`config.mk`:
```
export PLATFORM = sky130hd
export DESIGN_NAME = stage_d_scoreboard
export DESIGN_NICKNAME = d
export VERILOG_FILES = /design/src/rtl/yari_decode_pkg.sv /design/src/rtl/regfile_2r1w.sv /design/src/rtl/stage_d_scoreboard.sv
export SDC_FILE = /design/constraint.sdc
export NUM_CORES = 2
export LEC_CHECK = 0
export BUFFER_PORTS_ARGS = -buffer_cell sky130_fd_sc_hd__buf_2
export CORE_ASPECT_RATIO = 1.25
export CORE_MARGIN = 5
export CORE_UTILIZATION = 45
export CTS_CLUSTER_SIZE = 8
export DETAILED_ROUTE_END_ITERATION = 16
export GPL_ROUTABILITY_DRIVEN = 0
export PLACE_DENSITY = 0.69
export SETUP_SLACK_MARGIN = 0.2
export SLEW_MARGIN = 5
export SYNTH_ARGS = -nofsm -noshare
export SYNTH_HDL_FRONTEND = slang
export SYNTH_SLANG_ARGS = --single-unit
```
`constraint.sdc`:
```
create_clock -name clock -period 13.7 [get_ports clock]
set_clock_uncertainty 0.1 [all_clocks]
set_input_delay 4.11 -clock clock [delete_from_list [all_inputs] [get_ports clock]]
set_output_delay 4.11 -clock clock [all_outputs]
set_load 0.005 [all_outputs]
```
`src/rtl/yari_decode_pkg.sv`:
```
// Shared decode-stage definitions: destination/operand specifier helpers,
// producer latency classes and a constant-safe clog2.
package yari_decode_pkg;

    localparam int unsigned LAT_ALU  = 0;
    localparam int unsigned LAT_LOAD = 1;
    localparam int unsigned LAT_MUL  = 3;

    function automatic int unsigned clog2(input int unsigned value);
        int unsigned result;
        result = 0;
        for (int unsigned v = value - 1; v != 0; v = v >> 1) begin
            result++;
        end
        return result;
    endfunction

    // Specifiers are {used, index}; callers zero-extend to 32 bits.
    function automatic logic wbr_used(input logic [31:0] wbr, input int unsigned rb);
        return ((wbr >> rb) & 32'd1) != 32'd0;
    endfunction

    // A real write needs the valid bit and a nonzero index; r0 is never written.
    function automatic logic wbr_writes(input logic [31:0] wbr, input int unsigned rb);
        return wbr_used(wbr, rb) && ((wbr & ((32'd1 << rb) - 32'd1)) != 32'd0);
    endfunction

endpackage

```
`src/rtl/regfile_2r1w.sv`:
```
// Two-read/one-write register file built from two identical RAM copies with
// synchronous reads; a read during a write to the same entry returns the old value.
module regfile_2r1w #(
    parameter int unsigned XLEN  = 32,
    parameter int unsigned NREGS = 32,
    parameter int unsigned AW    = 5
) (
    input  logic            clock,
    input  logic            i_we,
    input  logic [AW-1:0]   i_waddr,
    input  logic [XLEN-1:0] i_wdata,
    input  logic            i_re,
    input  logic [AW-1:0]   i_raddr_a,
    input  logic [AW-1:0]   i_raddr_b,
    output logic [XLEN-1:0] o_rdata_a,
    output logic [XLEN-1:0] o_rdata_b
);

    logic [XLEN-1:0] r_mem_a [NREGS];
    logic [XLEN-1:0] r_mem_b [NREGS];
    logic [XLEN-1:0] r_rdata_a;
    logic [XLEN-1:0] r_rdata_b;

    always_ff @(posedge clock) begin
        if (i_we) begin
            r_mem_a[i_waddr] <= i_wdata;
            r_mem_b[i_waddr] <= i_wdata;
        end
        if (i_re) begin
            r_rdata_a <= r_mem_a[i_raddr_a];
            r_rdata_b <= r_mem_b[i_raddr_b];
        end
    end

    assign o_rdata_a = r_rdata_a;
    assign o_rdata_b = r_rdata_b;

endmodule

```
`src/rtl/stage_d_scoreboard.sv`:
```
// Decode/operand-read stage: regfile, x/m/w/w2 bypass and per-register latency scoreboard.
// Define SCOREBOARD_PERF_EN to add the perf_stall_cycles / perf_issued counters.
module stage_d_scoreboard
    import yari_decode_pkg::*;
#(
    parameter int unsigned XLEN    = 32,
    parameter int unsigned NREGS   = 32,
    parameter int unsigned MAX_LAT = 3,
    localparam int unsigned RB     = clog2(NREGS),
    localparam int unsigned CB     = clog2(MAX_LAT + 1)
) (
    input  logic            clock,
    input  logic            reset,
    input  logic            i_valid,
    output logic            i_ready,
    input  logic [RB:0]     i_rs,
    input  logic [RB:0]     i_rt,
    input  logic [RB:0]     i_wbr,
    input  logic [CB-1:0]   i_lat,
    input  logic [XLEN-1:0] i_imm,
    input  logic            i_op2_is_imm,
    input  logic            flush_D,
    input  logic            x_valid,
    input  logic [RB:0]     x_wbr,
    input  logic [XLEN-1:0] x_res,
    input  logic            m_valid,
    input  logic [RB:0]     m_wbr,
    input  logic [XLEN-1:0] m_res,
    input  logic            w_valid,
    input  logic [RB:0]     w_wbr,
    input  logic [XLEN-1:0] w_res,
    output logic            d_valid,
    output logic [RB:0]     d_wbr,
    output logic [XLEN-1:0] d_op1_val,
    output logic [XLEN-1:0] d_rt_val,
    output logic [XLEN-1:0] d_op2_val,
    output logic            d_stall
`ifdef SCOREBOARD_PERF_EN
   ,output logic [31:0]     perf_stall_cycles,
    output logic [47:0]     perf_issued
`endif
);

    logic [CB-1:0]   r_busy [NREGS];
    logic            r_d_valid;
    logic [RB:0]     r_d_wbr;
    logic            r_d_stall;
    logic [RB:0]     r_d_rs;
    logic [RB:0]     r_d_rt;
    logic [XLEN-1:0] r_d_imm;
    logic            r_d_op2_is_imm;
    logic            r_w2_valid;
    logic [RB:0]     r_w2_wbr;
    logic [XLEN-1:0] r_w2_res;

    logic            w_rs_busy;
    logic            w_rt_busy;
    logic            w_waw;
    logic            w_lat_illegal;
    logic            w_stall;
    logic            w_accept;
    logic            w_set_busy;
    logic            w_wr_en;
    logic [XLEN-1:0] w_rf_a;
    logic [XLEN-1:0] w_rf_b;
    logic [XLEN-1:0] w_op1;
    logic [XLEN-1:0] w_rt;

    assign w_rs_busy  = wbr_used(32'(i_rs), RB) && (r_busy[i_rs[RB-1:0]] != '0);
    assign w_rt_busy  = wbr_used(32'(i_rt), RB) && (r_busy[i_rt[RB-1:0]] != '0);
    assign w_set_busy = wbr_writes(32'(i_wbr), RB);
    // A newer writer must not retire before an older one to the same register.
    assign w_waw      = w_set_busy && (r_busy[i_wbr[RB-1:0]] > i_lat);

    generate
        if (((1 << CB) - 1) > MAX_LAT) begin : g_lat_chk
            assign w_lat_illegal = i_lat > CB'(MAX_LAT);
        end else begin : g_lat_ok
            assign w_lat_illegal = 1'b0;
        end
    endgenerate

    assign w_stall  = w_rs_busy | w_rt_busy | w_waw | w_lat_illegal;
    assign i_ready  = ~(i_valid & w_stall);
    assign w_accept = i_valid & ~w_stall;
    assign w_wr_en  = w_valid && wbr_writes(32'(w_wbr), RB);

    always_ff @(posedge clock) begin
        if (reset) begin
            for (int r = 0; r < NREGS; r++) begin
                r_busy[r] <= '0;
            end
        end else begin
            r_busy[0] <= '0;
            for (int r = 1; r < NREGS; r++) begin
                if (w_accept && w_set_busy && (i_wbr[RB-1:0] == RB'(r))) begin
                    r_busy[r] <= i_lat;
                end else if (r_busy[r] != '0) begin
                    r_busy[r] <= r_busy[r] - CB'(1);
                end
            end
        end
    end

    always_ff @(posedge clock) begin
        if (reset) begin
            r_d_valid  <= 1'b0;
            r_d_wbr    <= '0;
            r_d_stall  <= 1'b0;
            r_w2_valid <= 1'b0;
        end else begin
            r_d_valid  <= w_accept & ~flush_D;
            r_d_wbr    <= (w_accept && !flush_D) ? i_wbr : '0;
            r_d_stall  <= i_valid & ~i_ready;
            r_w2_valid <= w_wr_en;
        end
    end

    // Operand specifiers travel with the RAM read so bypass compares line up.
    always_ff @(posedge clock) begin
        r_w2_wbr <= w_wbr;
        r_w2_res <= w_res;
        if (w_accept) begin
            r_d_rs         <= i_rs;
            r_d_rt         <= i_rt;
            r_d_imm        <= i_imm;
            r_d_op2_is_imm <= i_op2_is_imm;
        end
    end

    regfile_2r1w #(
        .XLEN  (XLEN),
        .NREGS (NREGS),
        .AW    (RB)
    ) u_regfile (
        .clock     (clock),
        .i_we      (w_wr_en),
        .i_waddr   (w_wbr[RB-1:0]),
        .i_wdata   (w_res),
        .i_re      (w_accept),
        .i_raddr_a (i_rs[RB-1:0]),
        .i_raddr_b (i_rt[RB-1:0]),
        .o_rdata_a (w_rf_a),
        .o_rdata_b (w_rf_b)
    );

    function automatic logic hit(input logic v, input logic [RB:0] wbr, input logic [RB:0] dreg);
        return v && wbr[RB] && (wbr == dreg);
    endfunction

    always_comb begin
        w_op1 = w_rf_a;
        if (r_d_rs[RB-1:0] == '0) begin
            w_op1 = '0;
        end else if (hit(x_valid, x_wbr, r_d_rs)) begin
            w_op1 = x_res;
        end else if (hit(m_valid, m_wbr, r_d_rs)) begin
            w_op1 = m_res;
        end else if (hit(w_valid, w_wbr, r_d_rs)) begin
            w_op1 = w_res;
        end else if (hit(r_w2_valid, r_w2_wbr, r_d_rs)) begin
            w_op1 = r_w2_res;
        end
    end

    always_comb begin
        w_rt = w_rf_b;
        if (r_d_rt[RB-1:0] == '0) begin
            w_rt = '0;
        end else if (hit(x_valid, x_wbr, r_d_rt)) begin
            w_rt = x_res;
        end else if (hit(m_valid, m_wbr, r_d_rt)) begin
            w_rt = m_res;
        end else if (hit(w_valid, w_wbr, r_d_rt)) begin
            w_rt = w_res;
        end else if (hit(r_w2_valid, r_w2_wbr, r_d_rt)) begin
            w_rt = r_w2_res;
        end
    end

    assign d_valid   = r_d_valid;
    assign d_wbr     = r_d_wbr;
    assign d_stall   = r_d_stall;
    assign d_op1_val = w_op1;
    assign d_rt_val  = w_rt;
    assign d_op2_val = r_d_op2_is_imm ? r_d_imm : w_rt;

`ifdef SCOREBOARD_PERF_EN
    logic [31:0] r_perf_stall;
    logic [47:0] r_perf_issued;

    always_ff @(posedge clock) begin
        if (reset) begin
            r_perf_stall  <= '0;
            r_perf_issued <= '0;
        end else begin
            if (i_valid && !i_ready) begin
                r_perf_stall <= r_perf_stall + 32'd1;
            end
            if (w_accept) begin
                r_perf_issued <= r_perf_issued + 48'd1;
            end
        end
    end

    assign perf_stall_cycles = r_perf_stall;
    assign perf_issued       = r_perf_issued;
`endif

endmodule

```
* After elaboration in Yosys (flattened, before gate mapping)
Memories as Yosys holds them, arrays and structs flattened. A register that Yosys moved wholly into a read port is not among the register bits.
Index checks and enable logic that the tools add are counted.
** Storage, ports and cells
- Flip-flop bits (word level) :: 92
- Memory bits (writable) :: 2112
- Output and inout port bits :: 105
- Word-level logic and storage cells :: 543
- Memories :: 3
** Memories
- u_regfile.r_mem_a :: words 32, bits a word 32, rd ports 1, clocked after memory_dff 1, wr ports 1, line regfile_2r1w.sv:19 : logic [XLEN-1:0] r_mem_a [NREGS];
- u_regfile.r_mem_b :: words 32, bits a word 32, rd ports 1, clocked after memory_dff 1, wr ports 1, line regfile_2r1w.sv:20 : logic [XLEN-1:0] r_mem_b [NREGS];
- r_busy :: words 32, bits a word 2, rd ports 34, clocked after memory_dff 0, wr ports 32, line stage_d_scoreboard.sv:44 : logic [CB-1:0] r_busy [NREGS];
** Operators by class
- Add/sub/neg operators :: 31
- $lt $le $gt $ge :: 1
- Equal/unequal tests :: 39
- Muxes and demuxes :: 296
- Bitwise operators :: 73
- Reduce and logical (&&, ||, !) cells :: 90
** Operator list (number)
- 32-bit 2-to-1 mux :: 11
- 1-bit 2-to-1 mux :: 222
- 2-bit 2-to-1 mux :: 63
- 5-bit equality test (second input constant) :: 16
- 2-bit nonzero test :: 33
- 1-bit bitwise OR :: 65
- 32-bit nonzero test :: 2
- 2-bit by 1-bit subtractor with 2-bit output (second input constant) :: 31
- 1-bit logical AND :: 51
- 6-bit equality test :: 8
- 5-bit by 4-bit equality test with 1-bit output (second input constant) :: 8
- 5-bit by 3-bit equality test with 1-bit output (second input constant) :: 4
- 5-bit by 2-bit equality test with 1-bit output (second input constant) :: 2
- 5-bit zero test :: 2
- 5-bit by 1-bit equality test with 1-bit output (second input constant) :: 1
- 1-bit bitwise AND :: 4
- 1-bit NOT :: 4
- 2-bit > comparator :: 1
- 2-bit OR reduction :: 1
- 1-bit zero test :: 1

* Logic depth before layout (Yosys ltp)
An unclocked memory read counts as a cell.
- Depth in word-level cells :: 14
- Depth in mapped cells :: 16
- Mapped depth without buffers :: 13

* By module
Synthesis repeated with hierarchy kept, for this count alone.
** Unflattened totals
- Cells, all modules :: 4772
- Area, all modules :: 62293.5 um2
** By module, submodules not included
- regfile_2r1w :: instances 1, cells each 3450, area each 50682.4 um2, seq. area each 32671.3 um2
- stage_d_scoreboard :: instances 1, cells each 1322, area each 11611.1 um2, seq. area each 4154.0 um2

* Worst setup path before layout
Ideal clock, no wire load.
- Path type :: input to output
- Start point :: input port i_wbr[1]
- End point :: output port i_ready
- Arrival time :: 6.945 ns
- Path slack :: 2.545 ns
- Stages :: 11
- Buffers on the path :: 2
- Path through :: clkbuf_1 > buf_1 > mux4_2 > mux4_2 > mux2_2 > ha_1 > nor2b_1 > o2111ai_1 > o311a_1 > o2111ai_1 > nand2_1
** On the way
- Cells in the longest elaborated chain, start to end :: 6
- Elaborated cells on any way between the ends :: 8
- Classes of those cells :: 1 x order compare; 3 x bitwise; 3 x reduce/logical; 1 x memory
** RTL lines
- from (decl) :: line stage_d_scoreboard.sv:18 : input logic [RB:0] i_wbr,
- memory 32 x 2 bit or 32-bit nonzero test (tied branches)
- 2-bit > comparator or 1-bit logical AND (tied branches) :: line stage_d_scoreboard.sv:73, yari_decode_pkg.sv:25
- 1-bit logical AND * :: line stage_d_scoreboard.sv:73 : assign w_waw = w_set_busy && (r_busy[i_wbr[RB-1:0]] > i_lat);
- 1-bit bitwise OR * :: line stage_d_scoreboard.sv:83 : assign w_stall = w_rs_busy | w_rt_busy | w_waw | w_lat_illegal;
- 1-bit bitwise AND * :: line stage_d_scoreboard.sv:84 : assign i_ready = ~(i_valid & w_stall);
- 1-bit NOT * :: line stage_d_scoreboard.sv:84
- to (decl) :: line stage_d_scoreboard.sv:15 : output logic i_ready,
Every way passes the cells marked *; elsewhere a longest branch is shown, timed or not.

* Worst setup path in the final report
- Start point :: input port i_wbr[0]
- End point :: output port i_ready
Same word-level chain as after synthesis.

==> flow_summary.toml <==
[outcome]
status = "finished clean"

[timing]
slew_headroom_pct = 29.7
min_period_ns = 11.64
report.final.hold_viol_count = 0
worst_pin_slew_ns = 1.05
finalSetupViolCount = 0
max_freq_ghz = 0.0859
slew_viol_final = 0
rsz0062_at_grt = "false"
tns_ns = 0
fin_crit_sh_pct = 84.9

[synth]
synth_top_family_by_area = "multiplexers"
synth-main-ff-cell = "edfxtp_1"
netlist_area_mm2 = 0.0599
syn_avg_cell_area_um2 = 18.3
synth_fa_ha_area_share_pct = 0.689
ys_ff_latch = 1242
synth-compound-area-share_pct = 3.24
syn_inst = 3271
synth.yosys.warnings = 0
ys_async_sr_fraction_pct = 0
ys_seq_area_share_pct = 61.4
synthXorXnorAreaFrac_pct = 0.585
synth_cell_types = 58
synth_edf_count = 1195
synthMuxAreaShare_pct = 27.8
synthSimpleGateAreaFrac_pct = 3.96

[min_path]
hp-class = "reg2reg"
min_to = "r_busy[26][0]"
min_path_cells = 2
holdCritStartpoint = "r_busy[26][0]"

[power]
powerDensity_mw_per_mm2 = 146
power.total_uw = 9990
ir_drop_v = 0.000110
p_leak_uw = 0.0228

[finish]
multi_input_area_mm2 = 0.0222
final_nets = 3779
layout-drive-gt1-share_pct = 36.2
syn_to_final_growth_pct = 14.5
register_area_mm2 = 0.0368
fill_cells = 10369

[route]
antenna_left = 0
drt_iter0_drc = 4725
drcViolationCount = 0
routed_wl_mm = 186
vias_per_cell = 6.68
post_drt_wl_per_cell_um = 34.0
vias = 36459
drt_pass1_iterations = 7

[setup_path]
rr_worst_depth = 10
end_kind = "output port"
worst-path-max-fanout = 26
arrival_ns = 7.43
cp-start-kind = "input pin"
cp.required_ns = 9.49
slowest_stage = "mux4_2"
crit_chain = "buf_2 > mux4_2 > mux4_2 > mux2_2 > ha_1 > nor2b_1 > o2111ai_1 > o311a_1 > o2111ai_1 > nand2_1 > buf_2"
worstReg2RegStart = "r_busy[28][1]"
cp_num_buf_inv = 2
r2r_slack_ns = 8.78
rr_endpoint = "u_regfile.o_rdata_b[19]"
cp_slowest_stage_delay_ns = 0.59
crit_family = "multiplexers"
setup.worst_path.class = "in2out"

[clock_tree]
clockRootBuffer = "clkbuf_16"
cts_resized = 0
cts.path.max_buffers = 3
tritoncts = "built"
cts_made_buffers = 173
postCtsSetupBuffers = 0
ctsHoldBuffers = 0
htree_levels = 4
cts.clk_slew.worst_paths_ns = 0.05
clk_latency_ns = 0.76
cts.sink_count = 1242

[die]
die_h_um = 418
num_rows = 149
dieArea_mm2 = 0.141
initial_utilization_pct = 45.3
core_area_mm2 = 0.132
die_w_um = 336
ioPinCount = 279

[global_routing]
grt_pass1_vias = 36875
grt_pass1_wl_mm = 263
antenna_found_initial = 20
grt_start_max_net_pins = 135
grt_use_total_pct = 26.2
overflow = 0

[place]
hpwl_mm = 105
numPortBuffers = 278

[job]
max-cap-violations = 0
==> report_power, final <==
part / total (uW) / switching (uW) / internal, uW
clock: 4020 / 1600 / 2410
combinational: 1410 / 781 / 633
sequential: 4560 / 147 / 4420
total: 9990 / 2530 / 7460
==> logic make-up after synthesis <==
group	count (synthesis)
AND/OR/NAND/NOR	540
XOR/XNOR	40
buffers and inverters	328
other	1
flip-flops	1242
multiplexers	822
AO/OA/AOI/OAI	265
adder cells (fa/ha/maj)	33
==> cells in the mapped netlist (3+ instances only) <==
library cell / count / share of area [%]
buf_6: 3 / 0.056
mux2_1: 18 / 0.34
xnor2_1: 15 / 0.22
nor4b_1: 3 / 0.044
and3_1: 6 / 0.063
o311ai_0: 12 / 0.18
a31oi_1: 5 / 0.052
o31ai_1: 4 / 0.050
o211ai_1: 8 / 0.10
a221oi_1: 32 / 0.47
mux4_2: 666 / 25
edfxtp_1: 1195 / 60
nor3_1: 50 / 0.42
mux2i_1: 65 / 1.1
a41oi_1: 3 / 0.044
or2_2: 3 / 0.031
buf_1: 41 / 0.26
a211oi_1: 97 / 1.2
inv_1: 65 / 0.41
a311oi_1: 3 / 0.044
nor3b_1: 3 / 0.038
and2_1: 11 / 0.11
buf_2: 72 / 0.60
nand2b_1: 6 / 0.063
nor2_1: 226 / 1.4
nor4_1: 14 / 0.15
clkbuf_1: 141 / 0.88
o21ai_0: 41 / 0.34
nand3b_1: 5 / 0.063
dfxtp_1: 47 / 1.6
xor2_1: 25 / 0.37
nor2b_1: 6 / 0.063
nand4_1: 10 / 0.10
mux2_2: 73 / 1.4
inv_2: 3 / 0.019
o22ai_1: 3 / 0.031
a41oi_2: 9 / 0.24
a21oi_1: 37 / 0.31
nand4b_1: 3 / 0.044
or4_1: 3 / 0.038
ha_1: 33 / 0.69
nand2_1: 149 / 0.93
nand3_1: 36 / 0.30
==> cell type report <==
type / count / share of cell area [%]
Inverter: 70 / 0.383
Antenna cell: 7 / 0.0255
Clock buffer: 310 / 7.18
Timing Repair Buffer: 353 / 2.99
Multi-Input combinational cell: 1732 / 32.4
Sequential cell: 1242 / 53.7
Tap cell: 1736 / 3.17
Clock inverter: 12 / 0.241
==> layer usage <==
metal,vias to the layer above,GRT usage (%),part of all wire (%)
met5,-,0,0.019
met4,4,12.5,5.4
met3,487,6.30,11
met2,2474,41.0,47
met1,19101,35.1,37
li1,14393,-,-
==> worst register-to-register path: cells and delay by family (launching register included) <==
kind | cells | cell delay [ns]
AO/OA/AOI/OAI | 3 | 1.11
adder cells (fa/ha/maj) | 1 | 0.28
buffers and inverters | 1 | 0.78
flip-flops | 1 | 0.46
multiplexers | 3 | 1.27
AND/OR/NAND/NOR | 2 | 0.47
==> how the worst max path moves through the flow <==
stage	from	to	cells past startpoint
2_1_floorplan	i_wbr[1]	i_ready	11
5_1_grt	w_wbr[4]	d_op2_val[29]	10
3_5_place_dp	i_wbr[0]	i_ready	11
6_report	i_wbr[0]	i_ready	11
3_3_place_gp	w_wbr[4]	d_op2_val[29]	10
4_1_cts	w_wbr[4]	d_op2_val[29]	10
==> metrics by stage <==
step | instances | instance area [um^2] | hold WS [ns] | util (%) | setup WS, ns
after floorplan | 3302 | 60000 | 0.603 | - | 2.55
after global placement | 5133 | 63500 | 0.652 | 48.0 | 2.09
final | 5462 | 68600 | 0.675 | 51.9 | 2.06
after global routing | 5456 | 68600 | 0.708 | 51.9 | 1.69
after detailed placement | 5133 | 63500 | 0.655 | 48.0 | 2.07
after CTS | 5455 | 68600 | 0.667 | 51.9 | 2.05
==> cell usage in the layout, fill, tap and decap left out, drive strengths merged, types with 7 or more instances in the layout <==
master / Yosys / final
dfxtp: 47 / 47
inv: 68 / 76
nor3: 50 / 50
buf: 117 / 353
clkbuf: 141 / 310
nand4: 10 / 10
ha: 33 / 33
o21ai: 42 / 42
o311ai: 12 / 12
diode: 0 / 7
o211ai: 8 / 8
mux2i: 65 / 65
a211oi: 97 / 97
nor2: 226 / 226
a221oi: 32 / 32
edfxtp: 1195 / 1195
xnor2: 15 / 15
mux2: 91 / 91
xor2: 25 / 25
nor4: 14 / 14
nand2: 149 / 149
conb: 1 / 32
a21oi: 37 / 37
and2: 11 / 11
mux4: 666 / 666
a41oi: 12 / 12
nand3: 36 / 36
==> registers in the layout (all words and copies together), names as in the netlist <==
register and flops:
u_regfile.o_rdata_b 32, r_d_imm 32, r_w2_wbr 6, r_busy 62, r_w2_res 32, d_wbr 6
u_regfile.r_mem_a 1024, r_d_rs 6, r_w2_valid 1, r_d_op2_is_imm 1, d_valid 1, u_regfile.o_rdata_a 32
d_stall 1, r_d_rt 6
Note: power is estimated with default switching activity, not from simulation.
